===== src/rtl/board_ram_arbiter.sv =====
`default_nettype none
// ============================================================================
// Module   : board_ram_arbiter
// Brief    : Round-robin, hold-while-requested owner arbitration for the
//            single-port board RAM, with a one-cycle handover gap.
// Revision : 1.0 - initial release
// ============================================================================
module board_ram_arbiter #(
  parameter int NUM_REQ  = 3,
  parameter int ADDR_W   = 8,
  parameter int DATA_W   = 6,
  parameter int MAX_HOLD = 0
) (
  input  logic                      clk,
  input  logic                      resetn,
  input  logic [NUM_REQ-1:0]        req,
  input  logic [NUM_REQ*ADDR_W-1:0] req_addr,
  input  logic [NUM_REQ*DATA_W-1:0] req_data,
  input  logic [NUM_REQ-1:0]        req_wren,
  output logic [NUM_REQ-1:0]        gnt,
  output logic [ADDR_W-1:0]         ram_addr,
  output logic [DATA_W-1:0]         ram_data,
  output logic                      ram_wren,
  input  logic [DATA_W-1:0]         ram_Q,
  output logic [DATA_W-1:0]         rd_data,
  output logic                      busy,
  output logic                      timeout
);

  localparam int IDX_W = (NUM_REQ > 1) ? $clog2(NUM_REQ) : 1;
  localparam int HC_W  = (MAX_HOLD > 0) ? $clog2(MAX_HOLD + 1) : 1;

  typedef enum logic [1:0] {
    IDLE     = 2'd0,
    GRANT    = 2'd1,
    HANDOVER = 2'd2
  } state_t;

  state_t              state, state_nxt;
  logic [IDX_W-1:0]    gidx, gidx_nxt, rr_ptr, rr_ptr_nxt, pick, gidx_p1;
  logic                pick_vld, hold_hit;
  logic [NUM_REQ-1:0]  gnt_nxt;
  logic [ADDR_W-1:0]   addr_nxt;
  logic [DATA_W-1:0]   data_nxt;
  logic                wren_nxt, timeout_nxt;
  logic [HC_W-1:0]     hold_cnt, hold_cnt_nxt;

  assign rd_data = ram_Q;
  assign busy    = (state != IDLE);
  assign gidx_p1 = (gidx == IDX_W'(NUM_REQ - 1)) ? '0 : gidx + 1'b1;
  assign hold_hit = (MAX_HOLD != 0) && (hold_cnt == HC_W'(MAX_HOLD - 1));

  // Scan downwards so the last match, i.e. the one closest to rr_ptr, wins.
  always_comb begin
    int idx;
    idx      = 0;
    pick     = '0;
    pick_vld = 1'b0;
    for (int k = NUM_REQ - 1; k >= 0; k--) begin
      idx = (int'(rr_ptr) + k) % NUM_REQ;
      if (req[IDX_W'(idx)]) begin
        pick     = IDX_W'(idx);
        pick_vld = 1'b1;
      end
    end
  end

  always_comb begin
    state_nxt    = state;
    gnt_nxt      = gnt;
    gidx_nxt     = gidx;
    rr_ptr_nxt   = rr_ptr;
    addr_nxt     = ram_addr;
    data_nxt     = ram_data;
    wren_nxt     = 1'b0;
    timeout_nxt  = 1'b0;
    hold_cnt_nxt = hold_cnt;
    case (state)
      GRANT: begin
        addr_nxt = req_addr[gidx*ADDR_W +: ADDR_W];
        data_nxt = req_data[gidx*DATA_W +: DATA_W];
        if (!req[gidx] || hold_hit) begin
          gnt_nxt     = '0;
          rr_ptr_nxt  = gidx_p1;
          state_nxt   = HANDOVER;
          timeout_nxt = req[gidx] && hold_hit;
        end else begin
          wren_nxt = req_wren[gidx];
          if (hold_cnt != '1) hold_cnt_nxt = hold_cnt + 1'b1;
        end
      end
      default: begin
        // IDLE and HANDOVER arbitrate identically; HANDOVER is the enforced gap.
        if (pick_vld) begin
          gnt_nxt       = '0;
          gnt_nxt[pick] = 1'b1;
          gidx_nxt      = pick;
          hold_cnt_nxt  = '0;
          state_nxt     = GRANT;
        end else begin
          state_nxt = IDLE;
        end
      end
    endcase
  end

  always_ff @(posedge clk or negedge resetn) begin
    if (!resetn) begin
      state    <= IDLE;
      gnt      <= '0;
      gidx     <= '0;
      rr_ptr   <= '0;
      ram_addr <= '0;
      ram_data <= '0;
      ram_wren <= 1'b0;
      timeout  <= 1'b0;
      hold_cnt <= '0;
    end else begin
      state    <= state_nxt;
      gnt      <= gnt_nxt;
      gidx     <= gidx_nxt;
      rr_ptr   <= rr_ptr_nxt;
      ram_addr <= addr_nxt;
      ram_data <= data_nxt;
      ram_wren <= wren_nxt;
      timeout  <= timeout_nxt;
      hold_cnt <= hold_cnt_nxt;
    end
  end

endmodule
`default_nettype wire


===== config.mk =====
export PLATFORM = sky130hd
export DESIGN_NAME = board_ram_arbiter
export DESIGN_NICKNAME = d
export VERILOG_FILES = /design/src/rtl/board_ram_arbiter.sv
export SDC_FILE = /design/constraint.sdc
export NUM_CORES = 1
export LEC_CHECK = 0
export CORE_MARGIN = 1.5
export CORE_UTILIZATION = 39
export CTS_CLUSTER_SIZE = 25
export DETAILED_ROUTE_END_ITERATION = 10
export PLACE_DENSITY = 0.88
export SYNTH_ARGS = -nofsm -noshare
export SYNTH_HDL_FRONTEND = slang
export SYNTH_SLANG_ARGS = --single-unit

===== constraint.sdc =====
create_clock -name clk -period 2.45 [get_ports clk]
set_clock_uncertainty 0.15 [all_clocks]
set_input_delay 0.6125 -clock clk [delete_from_list [all_inputs] [get_ports clk]]
set_output_delay 0.6125 -clock clk [all_outputs]
set_load 0.02 [all_outputs]

==> results.ini <==
[logic_synthesis]
yosysSeqAreaShare=0.399
synth.avg_cell_area_um2=8.90
ys_ff_latch=24
synth_mux_area_frac=0.161
synth_compound_area_frac=0.195
synth_cells=169
syn_area_um2=1500
synth-simple-area-share=0.126
synth_cell_type_count=33
syn_nets=228
yosysWarningCount=0
synth_xor_area_frac=0
synth_top_family_by_area=compound AO/OA/AOI/OAI gates
synthAdderAreaFrac=0.0250

[global_route]
grt_pass1_vias=1334
grt_pass1_wl_mm=5.94
grt_usage=0.177
grt_overflow=0
antenna_found_initial=0
grt_max_degree=25

[drt]
wl_per_cell_um=13.0
vias_per_cell=4.98
first_pass_iters=4
num_vias=1408
dr.first_iter.drc_count=37
ant_nets=0
route.detailed.drc=0
routed_wl_mm=3.67

[floorplanning]
die_w_um=65.1
coreArea_um2=3690
rows=22
die_y_um=65.1
die-area_um2=4240
num_io_pins=82
start_util=0.408

[cells_and_area]
stdcell_area_um2=2280
layout_common_cells=68 x clkdlybuf4s50_1, 24 x dfrtp_1, 18 x nand2_1, 18 x nor2_1, 17 x mux2i_1
post-route-util=0.617
layout_commonest_cell=clkdlybuf4s50_1
layout-drive-gt1-share=0.0809
fin_nets=295
syn2layout_area_growth_pct=51.4
num_antenna_cells=0

[cts]
clock_tree.root_cell=clkbuf_8
htree_levels=1
cts_resized=0
ctsLongestPathBuffers=2
cts_tree=done
postCtsSetupRepairBufs=0
numCtsBuffers=3
cts.sinks=24
ctsHoldBuffers=0
cts.clk_slew.worst_paths_ns=0.08
clock_latency_ns=0.26

[power]
p_leak_nw=0.964
ir_drop_uv=877
p_per_area_nw_per_um2=1130
p_total_w=0.00257

[setup_path]
start_kind=flop
arrival_ns=2.29
worstRegToRegCells=6
worstPathRequired_ns=2.44
criticalPathCategory=flop to flop
cp-end-kind=flop
cp_max_fo=6

[placement]
placed_cell_area_um2=2220
dpl.hpwl_mm=2.83
io_buffers=68
gp_congestion=0.727

[sta]
relSlewSlack=0.655
slew_violations=0
setup_violations=0
rsz0062_at_grt=no
fmax_mhz=435
timing.final.crit_share=0.938
min_period_ns=2.30
tightest_slew_ns=0.512
setup-tns-final_ns=0
finalHoldViolCount=0

[status]
status=finished, final reports clean

[flow_run]
cap_viol_max_count=0

[hold_path]
hold_depth=2
min_path_type=flop to flop

## final cells by class
cell class                      instances  area (µm²)
Sequential cell                        24         601
Tap cell                               48        60.1
Multi-Input combinational cell        120         764
Timing Repair Buffer                   80         771
Inverter                                7        26.3
Fill cell                             340        1410
Clock buffer                            4        55.1
## critical path, cell delays in order (launching register included)
cell and delay, ns:
dfrtp_1 0.36, inv_1 0.07, ha_1 0.41, mux2_4 0.32, a222oi_1 0.39, a21oi_2 0.13
mux2_1 0.34
## state kept, by name, indices dropped and copies added (netlist names)
| name | flops |
|---|---|
| ram_addr | 8 |
| gnt | 3 |
| rr_ptr | 2 |
| state | 2 |
| ram_wren | 1 |
| ram_data | 6 |
| gidx | 2 |
## metal layers
metal	up-vias	GRT usage	routed length, µm
met5	-	0	0
met4	0	0.0339	19
met3	2	0.0411	270
met2	45	0.322	1830
met1	651	0.215	1550
li1	710	-	-
## worst paths after layout
| check | endpoint | start | slack [ns] |
|---|---|---|---|
| max | gidx[1] | rr_ptr[0] | 0.15 |
| min | ram_data[5] | ram_data[5] | 0.34 |
| max reg2reg | gidx[1] | rr_ptr[0] | 0.15 |
| min reg2reg | ram_data[5] | ram_data[5] | 0.34 |
| max in group asynchronous | ram_data[3] | resetn | 1.36 |
| min in group asynchronous | ram_data[4] | resetn | 0.56 |
## synth_stat cells
cell	n	share of area
inv_1	7	0.017
mux2_1	5	0.037
buf_6	2	0.015
o32ai_1	1	0.0058
dfrtp_1	24	0.40
a22oi_1	2	0.010
o21a_1	1	0.0050
o21ai_0	4	0.013
clkbuf_1	5	0.012
a21oi_2	1	0.0058
buf_4	7	0.035
nand2b_1	1	0.0042
nor3b_1	1	0.0050
a221oi_1	1	0.0058
conb_1	1	0.0025
ha_1	3	0.025
o21ai_1	15	0.050
nand2_1	18	0.045
buf_1	1	0.0025
nand3b_1	1	0.0050
nor2_1	18	0.045
or4_1	1	0.0050
a21oi_1	16	0.053
or2_2	1	0.0042
a222oi_1	1	0.0067
o2bb2ai_1	1	0.0058
nor2b_1	3	0.012
buf_2	3	0.010
mux2_4	1	0.010
a22o_1	4	0.023
o211ai_1	1	0.0050
mux2i_1	17	0.11
a21o_1	1	0.0050
## power breakdown
part           switching, W  leakage, nW  total (W)  internal (W)
clock              0.000119       0.0288   0.000262      0.000143
sequential         0.000121        0.302   0.000703      0.000582
combinational      0.000834        0.633    0.00160      0.000770
total               0.00107        0.964    0.00257       0.00149
## cells by family after synthesis
kind of cell | count (synthesis)
flip-flops | 24
buffers and inverters | 25
other | 1
AO/OA/AOI/OAI | 49
AND/OR/NAND/NOR | 44
multiplexers | 23
adder cells (fa/ha/maj) | 3
## per-stage QoR
step	setup WS (ns)	hold WS [ns]	instances
after floorplan	0.212	0.167	169
after global placement	-0.0198	0.315	279
after detailed placement	-0.0794	0.325	279
after CTS	0.131	0.344	283
after global routing	0.00238	0.367	283
final	0.153	0.336	283
Power figures use the tool's default switching activity.
